[config.mk]
export PLATFORM = sky130hd
export DESIGN_NAME = nfc_spi_responder
export DESIGN_NICKNAME = d
export VERILOG_FILES = /design/src/rtl/nfc_spi_pkg.sv /design/src/rtl/spi_slave_sync.sv /design/src/rtl/nfc_spi_responder.sv
export SDC_FILE = /design/constraint.sdc
export NUM_CORES = 1
export LEC_CHECK = 0
export BUFFER_PORTS_ARGS = -buffer_cell sky130_fd_sc_hd__buf_4
export CAP_MARGIN = 20
export CORE_AREA = 3 3 98 171
export CTS_CLUSTER_DIAMETER = 120
export DETAILED_ROUTE_END_ITERATION = 6
export DIE_AREA = 0 0 101 174
export PLACE_DENSITY = 0.78
export SETUP_SLACK_MARGIN = 0.05
export SYNTH_ARGS = -nofsm -noshare
export SYNTH_HDL_FRONTEND = slang
export SYNTH_HIERARCHICAL = 1
export SYNTH_SLANG_ARGS = --single-unit
[constraint.sdc]
create_clock -name clk -period 3.35 [get_ports clk]
set_input_delay 0.335 -clock clk [delete_from_list [all_inputs] [get_ports clk]]
set_output_delay 0.335 -clock clk [all_outputs]
set_load 0.02 [all_outputs]
[src/rtl/nfc_spi_pkg.sv]
// rtl/nfc_spi_pkg.sv - shared control codes, status bits and state encoding for the NFC SPI link
package nfc_spi_pkg;

    localparam logic [7:0] CTRL_SEND     = 8'h00;
    localparam logic [7:0] CTRL_READ_ALT = 8'h01;
    localparam logic [7:0] CTRL_READ     = 8'h02;
    localparam logic [7:0] CTRL_POLL     = 8'h03;

    localparam int STATUS_RDY_BIT = 3;
    localparam int STATUS_CMD_BIT = 2;

    localparam logic [2:0] ST_SLEEP   = 3'd0;
    localparam logic [2:0] ST_IDLE    = 3'd1;
    localparam logic [2:0] ST_CTRL    = 3'd2;
    localparam logic [2:0] ST_CMD_RX  = 3'd3;
    localparam logic [2:0] ST_POLL_TX = 3'd4;
    localparam logic [2:0] ST_READ_TX = 3'd5;
    localparam logic [2:0] ST_DISCARD = 3'd6;

    function automatic logic [7:0] status_byte(input logic rdy);
        logic [7:0] s;
        s                 = '0;
        s[STATUS_RDY_BIT] = rdy;
        s[STATUS_CMD_BIT] = ~rdy;
        return s;
    endfunction

endpackage

[src/rtl/spi_slave_sync.sv]
// rtl/spi_slave_sync.sv - 2-FF synchronisers and edge strobes for the async SPI/IRQ pins
module spi_slave_sync (
    input  logic clk,
    input  logic rst_n,
    input  logic sck,
    input  logic cs,
    input  logic mosi,
    input  logic irq_in,
    output logic mosi_s,
    output logic irq_s,
    output logic sck_rise,
    output logic sck_fall,
    output logic cs_fall,
    output logic cs_rise,
    output logic irq_rise
);

    // [0] metastable stage, [1] synchronised value, [2] previous value for edges
    logic [2:0] sck_q, cs_q, irq_q;
    logic [1:0] mosi_q;

    always_ff @(posedge clk or negedge rst_n) begin
        if (!rst_n) begin
            sck_q  <= 3'b000;
            cs_q   <= 3'b111;
            irq_q  <= 3'b111;
            mosi_q <= 2'b00;
        end else begin
            sck_q  <= {sck_q[1:0], sck};
            cs_q   <= {cs_q[1:0], cs};
            irq_q  <= {irq_q[1:0], irq_in};
            mosi_q <= {mosi_q[0], mosi};
        end
    end

    assign mosi_s   = mosi_q[1];
    assign irq_s    = irq_q[1];
    assign sck_rise = sck_q[1] & ~sck_q[2];
    assign sck_fall = ~sck_q[1] & sck_q[2];
    assign cs_fall  = ~cs_q[1] & cs_q[2];
    assign cs_rise  = cs_q[1] & ~cs_q[2];
    assign irq_rise = irq_q[1] & ~irq_q[2];

endmodule

[src/rtl/nfc_spi_responder.sv]
// rtl/nfc_spi_responder.sv - SPI mode-0 slave emulating the NFC front-end serial port
module nfc_spi_responder
    import nfc_spi_pkg::*;
#(
    parameter int DEPTH    = 16,
    parameter int WAKE_MIN = 256
) (
    input  logic       clk,
    input  logic       rst_n,
    input  logic       sck,
    input  logic       cs,
    input  logic       mosi,
    output logic       miso,
    input  logic       IRQ_IN,
    output logic       IRQ_OUT,
    output logic       awake,
    output logic       cmd_valid,
    output logic [7:0] cmd_byte,
    input  logic       rsp_wr_en,
    input  logic [7:0] rsp_wr_data,
    input  logic [7:0] rsp_code,
    input  logic       rsp_commit,
    output logic       rsp_ready,
    output logic       ctrl_err
);

    localparam int CW     = $clog2(DEPTH) + 1;
    localparam int PW     = $clog2(DEPTH);
    localparam int WAKE_W = $clog2(WAKE_MIN + 1);

    logic mosi_s, irq_s, sck_rise, sck_fall, cs_fall, cs_rise, irq_rise;

    spi_slave_sync u_sync (
        .clk      (clk),
        .rst_n    (rst_n),
        .sck      (sck),
        .cs       (cs),
        .mosi     (mosi),
        .irq_in   (IRQ_IN),
        .mosi_s   (mosi_s),
        .irq_s    (irq_s),
        .sck_rise (sck_rise),
        .sck_fall (sck_fall),
        .cs_fall  (cs_fall),
        .cs_rise  (cs_rise),
        .irq_rise (irq_rise)
    );

    logic [2:0]        state_q, state_d;
    logic [WAKE_W-1:0] wake_cnt_q, wake_cnt_d;
    logic              awake_q, awake_d;
    logic [2:0]        bit_cnt_q, bit_cnt_d;
    logic [6:0]        rx_q, rx_d;
    logic [7:0]        tx_q, tx_d;
    logic              miso_q, miso_d;
    logic [7:0]        out_idx_q, out_idx_d;
    logic [PW-1:0]     rd_ptr_q, rd_ptr_d;
    logic              rd_live_q, rd_live_d;
    logic [CW-1:0]     cnt_q, cnt_d;
    logic [CW-1:0]     len_q, len_d;
    logic [7:0]        code_q, code_d;
    logic              rdy_q, rdy_d;
    logic              cmd_valid_q, cmd_valid_d;
    logic [7:0]        cmd_byte_q, cmd_byte_d;
    logic              ctrl_err_q, ctrl_err_d;
    logic              irq_out_q, irq_out_d;

    logic [7:0] mem [DEPTH];
    logic [7:0] rx_byte;
    logic       wr_ok;

    assign rx_byte = {rx_q, mosi_s};
    assign wr_ok   = rsp_wr_en && !rdy_q && (cnt_q != CW'(DEPTH));

    always_comb begin
        state_d     = state_q;
        wake_cnt_d  = wake_cnt_q;
        awake_d     = awake_q;
        bit_cnt_d   = bit_cnt_q;
        rx_d        = rx_q;
        tx_d        = tx_q;
        miso_d      = miso_q;
        out_idx_d   = out_idx_q;
        rd_ptr_d    = rd_ptr_q;
        rd_live_d   = rd_live_q;
        cnt_d       = cnt_q;
        len_d       = len_q;
        code_d      = code_q;
        rdy_d       = rdy_q;
        cmd_valid_d = 1'b0;
        cmd_byte_d  = cmd_byte_q;
        ctrl_err_d  = 1'b0;

        // A write in the same cycle as a commit is counted in len.
        if (wr_ok) cnt_d = cnt_q + CW'(1);
        if (rsp_commit && !rdy_q) begin
            rdy_d  = 1'b1;
            code_d = rsp_code;
            len_d  = wr_ok ? cnt_q + CW'(1) : cnt_q;
        end

        case (state_q)
            ST_SLEEP: begin
                if (!irq_s) begin
                    if (wake_cnt_q != WAKE_W'(WAKE_MIN)) wake_cnt_d = wake_cnt_q + WAKE_W'(1);
                end else begin
                    wake_cnt_d = '0;
                    if (irq_rise && wake_cnt_q == WAKE_W'(WAKE_MIN)) begin
                        awake_d = 1'b1;
                        state_d = ST_IDLE;
                    end
                end
            end
            ST_IDLE: begin
                if (cs_fall) begin
                    state_d   = ST_CTRL;
                    bit_cnt_d = '0;
                    out_idx_d = '0;
                    rd_ptr_d  = '0;
                    tx_d      = '0;
                end
            end
            default: begin
                if (sck_fall) begin
                    miso_d = tx_q[7];
                    tx_d   = {tx_q[6:0], 1'b0};
                end
                if (sck_rise) begin
                    rx_d      = rx_byte[6:0];
                    bit_cnt_d = bit_cnt_q + 3'd1;
                    // Byte boundary: the next output byte is staged for the following fall.
                    if (bit_cnt_q == 3'd7) begin
                        case (state_q)
                            ST_CTRL: begin
                                if (rx_byte == CTRL_SEND) begin
                                    state_d = ST_CMD_RX;
                                    tx_d    = '0;
                                end else if (rx_byte == CTRL_POLL) begin
                                    state_d = ST_POLL_TX;
                                    tx_d    = status_byte(rdy_q);
                                end else if (rx_byte == CTRL_READ || rx_byte == CTRL_READ_ALT) begin
                                    state_d   = ST_READ_TX;
                                    tx_d      = code_q;
                                    rd_live_d = rdy_q;
                                end else begin
                                    state_d    = ST_DISCARD;
                                    tx_d       = '0;
                                    ctrl_err_d = 1'b1;
                                end
                            end
                            ST_CMD_RX: begin
                                cmd_valid_d = 1'b1;
                                cmd_byte_d  = rx_byte;
                            end
                            ST_POLL_TX: tx_d = status_byte(rdy_q);
                            ST_READ_TX: begin
                                if (out_idx_q != 8'hFF) out_idx_d = out_idx_q + 8'd1;
                                if (out_idx_q == 8'd0) begin
                                    tx_d = rd_live_q ? 8'(len_q) : 8'h00;
                                end else if (rd_live_q && (out_idx_q - 8'd1) < 8'(len_q)) begin
                                    tx_d     = mem[rd_ptr_q];
                                    rd_ptr_d = rd_ptr_q + PW'(1);
                                end else begin
                                    tx_d = '0;
                                end
                            end
                            default: ;
                        endcase
                    end
                end
                if (cs_rise) begin
                    state_d   = ST_IDLE;
                    miso_d    = 1'b0;
                    tx_d      = '0;
                    bit_cnt_d = '0;
                    // The response is consumed only once the len byte has gone out.
                    if (state_q == ST_READ_TX && rd_live_q && out_idx_q >= 8'd2) begin
                        rdy_d  = 1'b0;
                        cnt_d  = '0;
                        len_d  = '0;
                        code_d = '0;
                    end
                end
            end
        endcase

        irq_out_d = ~(rdy_d && state_d == ST_IDLE);
    end

    always_ff @(posedge clk or negedge rst_n) begin
        if (!rst_n) begin
            state_q     <= ST_SLEEP;
            wake_cnt_q  <= '0;
            awake_q     <= 1'b0;
            bit_cnt_q   <= '0;
            rx_q        <= '0;
            tx_q        <= '0;
            miso_q      <= 1'b0;
            out_idx_q   <= '0;
            rd_ptr_q    <= '0;
            rd_live_q   <= 1'b0;
            cnt_q       <= '0;
            len_q       <= '0;
            code_q      <= '0;
            rdy_q       <= 1'b0;
            cmd_valid_q <= 1'b0;
            cmd_byte_q  <= '0;
            ctrl_err_q  <= 1'b0;
            irq_out_q   <= 1'b1;
        end else begin
            state_q     <= state_d;
            wake_cnt_q  <= wake_cnt_d;
            awake_q     <= awake_d;
            bit_cnt_q   <= bit_cnt_d;
            rx_q        <= rx_d;
            tx_q        <= tx_d;
            miso_q      <= miso_d;
            out_idx_q   <= out_idx_d;
            rd_ptr_q    <= rd_ptr_d;
            rd_live_q   <= rd_live_d;
            cnt_q       <= cnt_d;
            len_q       <= len_d;
            code_q      <= code_d;
            rdy_q       <= rdy_d;
            cmd_valid_q <= cmd_valid_d;
            cmd_byte_q  <= cmd_byte_d;
            ctrl_err_q  <= ctrl_err_d;
            irq_out_q   <= irq_out_d;
        end
    end

    always_ff @(posedge clk) begin
        if (wr_ok) mem[cnt_q[PW-1:0]] <= rsp_wr_data;
    end

    assign miso      = miso_q;
    assign IRQ_OUT   = irq_out_q;
    assign awake     = awake_q;
    assign cmd_valid = cmd_valid_q;
    assign cmd_byte  = cmd_byte_q;
    assign rsp_ready = rdy_q;
    assign ctrl_err  = ctrl_err_q;

endmodule

# ---- Word-level counts from Yosys, hierarchy flattened
# Memories as Yosys holds them, arrays and structs flattened.
# Index checks and enable logic that the tools add are counted.
# W data, S select, Z words.
dict set report classes {
  n_mul 0
  order_cmp 2
  reduce_logical 32
  n_eq_ne 16
  bitwise 16
  shifts 0
  n_mux 73
  add_sub_neg 6
  n_div 0
}
# cell n
set op_table {}
lappend op_table {{$mux W8} 18}
lappend op_table {{$mux W5} 9}
lappend op_table {{$mux W3} 11}
lappend op_table {{$pmux W8 S2} 2}
lappend op_table {{$mux W4} 6}
lappend op_table {{$pmux W8 S3} 1}
lappend op_table {{$mux W1} 19}
lappend op_table {{$mux W9} 2}
lappend op_table {{$eq A8 B2 Y1 const B} 2}
lappend op_table {{$logic_not A8 Y1} 2}
lappend op_table {{$reduce_and A7 Y1} 2}
lappend op_table {{$reduce_bool A2 Y1} 7}
lappend op_table {{$pmux W3 S2} 2}
lappend op_table {{$not A1 Y1} 11}
lappend op_table {{$add A9 B1 Y9 const B} 1}
lappend op_table {{$eq A3 B3 Y1 const B} 3}
lappend op_table {{$eq A9 B9 Y1 const B} 1}
lappend op_table {{$ne A9 B9 Y1 const B} 1}
lappend op_table {{$add A8 B1 Y8 const B} 1}
lappend op_table {{$eq A8 B1 Y1 const B} 1}
lappend op_table {{$ge A8 B2 Y1 const B} 1}
lappend op_table {{$logic_and A1 B1 Y1} 8}
lappend op_table {{$lt A8 B5 Y1} 1}
lappend op_table {{$ne A8 B8 Y1 const B} 1}
lappend op_table {{other kinds (21)} 32}
dict set report totals {
  elab_cells 168
  register_bits 86
  mem_count 1
  out_inout_bits 14
  latch_bits 0
  rom_bits 0
  mem_bits_rw 128
}
# name words word_bits rd rd_clocked_by_memory_dff write_ports line_no
set memory_table {}
lappend memory_table {mem 16 8 1 0 1 nfc_spi_responder.sv:68} ;# logic [7:0] mem [DEPTH];

# ---- Longest topological paths before layout
dict set report logic_depth {
  depth_word 13
  depth_mapped 10
  depth_no_buf 9
}

# ---- Hierarchy
# Netlist, hierarchy kept.
# mod n_inst seq_area_each_um2 cells_per_inst area_each_um2
set modules_own_cells {}
lappend modules_own_cells {nfc_spi_responder 1 5721.7 655 9106.2}
lappend modules_own_cells {spi_slave_sync 1 282.8 16 324.1}

# ---- Worst setup path before layout
# No wires, ideal clock.
dict set report synth_timing {
  path_type {register to register}
  start {register out_idx_q[0]}
  end {register rd_ptr_q[3]}
  period_less_slack_ns 2.383
  arrival_ns 2.305
  path_stages_with_launch 10
  required_ns 3.272
  setup_slack_ns 0.967
  setup_ns 0.078
  path_buffers 0
  cell_sequence {dfrtp_1 > inv_1 > ha_1 > xor2_1 > ha_1 > o21a_1 > a211oi_1 > o32ai_2 > or4_1 > a21oi_1}
}
dict set report synth_between {
  elab_chain_len 5
  elab_cells_between_ends 7
  cone_classes {add/sub: 1; order compare: 1; eq/ne: 1; reduce/logical: 4}
}
# element line_no
set synth_rtl {}
lappend synth_rtl {{from (decl)} nfc_spi_responder.sv:56} ;# logic [7:0] out_idx_q, out_idx_d;
lappend synth_rtl {{from (signal assigned)} nfc_spi_responder.sv:218} ;# out_idx_q <= out_idx_d;
lappend synth_rtl {{$sub A8 B1 Y8} nfc_spi_responder.sv:160} ;# end else if (rd_live_q && (out_idx_q - 8'd1) < 8'(len_q)) begin
lappend synth_rtl {{$lt A8 B5 Y1} nfc_spi_responder.sv:160}
lappend synth_rtl {{$logic_and A1 B1 Y1} nfc_spi_responder.sv:160}
lappend synth_rtl {{$reduce_bool A2 Y1 (no line)} n/a}
lappend synth_rtl {{$reduce_and A7 Y1 (no line) (*)} n/a}
lappend synth_rtl {{to (signal assigned)} nfc_spi_responder.sv:219} ;# rd_ptr_q <= rd_ptr_d;
lappend synth_rtl {{to (decl)} nfc_spi_responder.sv:57} ;# logic [PW-1:0] rd_ptr_q, rd_ptr_d;
# Mark *: on every way between the ends. The rest lies on a longest branch, timed or not.
# A chain may end at the register's enable or synchronous reset.

# ---- Final worst setup path
# Same ends and word-level chain as after synthesis.

==> impl_results.md <==
- Status: complete, no violations
- Power Density: a little under 500 nW/um2
- Worst path bufs/invs: 1
- Max Freq: between 300 and 400 MHz
- Most frequent CP cell: ha_1
- Sequential area share after synthesis: a little under two thirds
- Placed Area: between 9000 and 10,000 um2
- Library cells used by synthesis: 65
- CP Launch Type: flip-flop
- Max IR drop VDD: about 0.57 mV
- Fin area: roughly 11,000 um2
- Via count: 5,632
- Final #Nets: between 700 and 800
- Area grow syn2layout: 12.3%
- GP Congestion: 0.884
- Setup TNS: 0 ps
- First-pass GRT wire length: about 31,000 um
- Number of global-route vias before repair: 5,938
- Die span in x: 101 um
- Cells along the critical path: inv_1, ha_1, xor2_1, ha_1, o21a_1, a211oi_1, o32ai_2, or4_1, a21oi_1
- MaxCap Viol Count: 0
- Top Metal Used: met4
- Top FF cell, synth: edfxtp_1
- Worst hold path class: in -> reg
- FF+latch count, synth: ~210
- CTS tree: done
- Unrepaired setup endpoints after global routing: no
- Fin. Hold Viols: 0
- Period utilization: between 80% and 90%
- Wire per inst: about 21 um
- Largest net degree at the start of global routing: 87
- DPL Wire Length: around 14,000 um
- Crit Path Max Fanout: 16
- Commonest non-fill, non-tap cell in the layout: edfxtp_1
- Worst Slack Setup Final: ~500 ps
- Non-filler cells, final: 916
- Delay-heaviest family, CP: compound AO/OA/AOI/OAI gates
- Hold path startpoint: rsp_code[2]
- CTS clk-pin slew, worst paths: 60 ps
- Sink Count: about 210
- Cell count after synthesis: around 670
- CORE AREA: ~15,000 um2
- Pre-CTS WS: 536 ps
- CP Capture Type: flip-flop
- Rows: 60
- Routed met2 length: 10,800 um
- PortBufs: 37
- DRT antenna net count: 0
- Max Slew Vio Count: 0
- FF-to-FF End: rd_ptr_q[3]
- Register-to-Register Path Depth: 9
- Vias per cell: 6.15
- Detail Route met3 WL: 663 um
- R2r startpoint: out_idx_q[0]
- Syn nets: between 700 and 800
- Hold Path Cell Cnt: 3
- WP data arrival: ~3300 ps
- Root buf cell: clkbuf_16
- Post-route DRC violation count: 0
- Wire length on met1: just under 7000 um
- Warnings from Yosys: 6
- CP max-delay cell: or4_1
- Worst path max stage delay: 580 ps
- Worst skew pair latency: roughly 490 ps
- GRT Total Usage: between 20% and 30%
- Pin slew with the least headroom to its limit: 900 ps
- Io pins: 38
- Setup violations, final: 0
- Number of enable flip-flop cells after synthesis: roughly 130
- Area of the mapped netlist: ~9400 um2
- P_leak: 3.95 nW
- 1st-iter DRT viols: 288
- Most frequent cells in the layout: edfxtp_1 (128), dfrtp_1 (78), nor2_1 (56)
- Hold Crit Endpoint: code_q[2]
- Final WL: 19,200 um
- Post-CTS sizing: 0
- Fraction of registers with async set/reset: 40.2%
- Max Buffers Root-to-Sink: 3
- Initial antenna violation count: 0
- Drt first pass iters: 5
- Remaining Overflow, GRT: 0
- Die Area: between 15,000 and 20,000 um2
- Die H: between 150 and 200 um
- Share of layout cells above drive strength 1: about a fifth
- Starting Density: about 61%
- Num CTS Buffers: 20
- Worst Setup Path Type: reg -> reg
- H-tree lvl count: 1
- Min Tclk post-route: between 2000 and 3000 ps
- DP Cell Count: 872
- Worst slew margin: 39.8%
- Critical Path RT: between 3000 and 4000 ps
- Reg2reg setup slack: between 400 and 500 ps
- Layout Skew: slightly below 9 ps
- Antenna fix cells: 0
- Avg Cell Area, Syn: 14.1 um2
[Yosys cell counts, drive strengths merged, types with 3 or more instances]
| library cell | instances | area (um2) |
|---|---|---|
| nor4 | 11 | 109 |
| a211oi | 7 | 52.6 |
| dfrtp | 79 | 1980 |
| nand4 | 8 | 50.1 |
| nor4b | 4 | 41.3 |
| and3 | 8 | 50.1 |
| nor2 | 56 | 210 |
| xor2 | 10 | 87.6 |
| dfstp | 7 | 184 |
| o32ai | 3 | 33.8 |
| o22ai | 3 | 18.8 |
| mux2i | 5 | 50.1 |
| nor2b | 12 | 75.1 |
| a22oi | 6 | 45.0 |
| inv | 20 | 75.1 |
| or3 | 8 | 55.1 |
| xnor2 | 8 | 70.1 |
| ha | 17 | 213 |
| nand2b | 9 | 56.3 |
| mux4 | 33 | 743 |
| buf | 15 | 83.8 |
| nand4bb | 4 | 45.0 |
| nor3b | 4 | 35.0 |
| nor3 | 10 | 50.1 |
| a21oi | 27 | 135 |
| a22o | 7 | 61.3 |
| edfxtp | 128 | 3840 |
| o21ai | 20 | 100 |
| nand2 | 49 | 184 |
| nand3 | 15 | 75.1 |
| clkbuf | 18 | 67.6 |
| o31ai | 8 | 60.1 |
| and2b | 4 | 35.0 |
| mux2 | 19 | 214 |
[worst min-delay path, cell delays in order]
cell	delay [ps]
buf_4	110
nand2_1	50
a21oi_1	50
[metrics by stage]
stage	hold slack, ps	util [%]	power (mW)
floorplan	39.4	-	2.98
global placement	335	63.8	3.06
detailed placement	345	63.8	3.07
CTS	62.2	68.0	5.13
global route	87.5	68.5	5.27
finish	86.0	68.5	5.10
[registers in the layout, indices dropped and copies added, names as in the netlist, 4 cells and up]
name,flops
mem,128
out_idx_q,8
tx_q,8
cmd_byte,8
rx_q,7
wake_cnt_q,9
code_q,8
len_q,5
rd_ptr_q,4
cnt_q,5
[per-layer routing]
layer	global-route usage, %	vias up
met3	2.97	60
met1	24.9	2826
met4	9.98	0
li1	-	2620
met5	0	-
met2	41.5	126
[cell type report]
type                    instances  area (um2)
well taps                     186         233
inverters                      20        75.1
multi-input cells             404        3200
clock buffers                  25         541
fillers                      1059        4870
clock inverters                10        58.8
flip-flops and latches        214        6010
repair buffers                 57         480
[power by group]
group / switching [mW] / leakage [nW] / internal, mW
Combinational: 0.0905 / 1.39 / 0.0646
Sequential: 0.0341 / 2.28 / 2.83
Clock: 0.925 / 0.277 / 1.15
Total: 1.05 / 3.95 / 4.05
[kinds of logic after synthesis]
kind of cell               after synthesis  share of synthesized area [%]
and+or+nand+nor                        213                           12.3
xor gates and xnor gates                18                           1.67
DFF                                    214                           63.7
buffers and inverters                   53                           2.40
muxes                                   57                           10.7
AOI/OAI and AO/OA                       99                           7.01
adders and majority gates               17                           2.26
[what timing repair did]
action,4_1_cts,5_1_grt
setup buffers,0,0
hold buffers,4,1
hold endpoints to repair,4,11
[worst max path at each step]
stage | start | endpoint | cells after the start
after global placement | out_idx_q[0] | rd_ptr_q[3] | 9
after detailed placement | out_idx_q[0] | rd_ptr_q[3] | 9
after floorplan | out_idx_q[0] | rd_ptr_q[3] | 9
after global routing | out_idx_q[0] | rd_ptr_q[3] | 9
final | out_idx_q[0] | rd_ptr_q[3] | 9
after CTS | out_idx_q[0] | rd_ptr_q[3] | 9
Note: power is estimated with default switching activity, not from simulation.
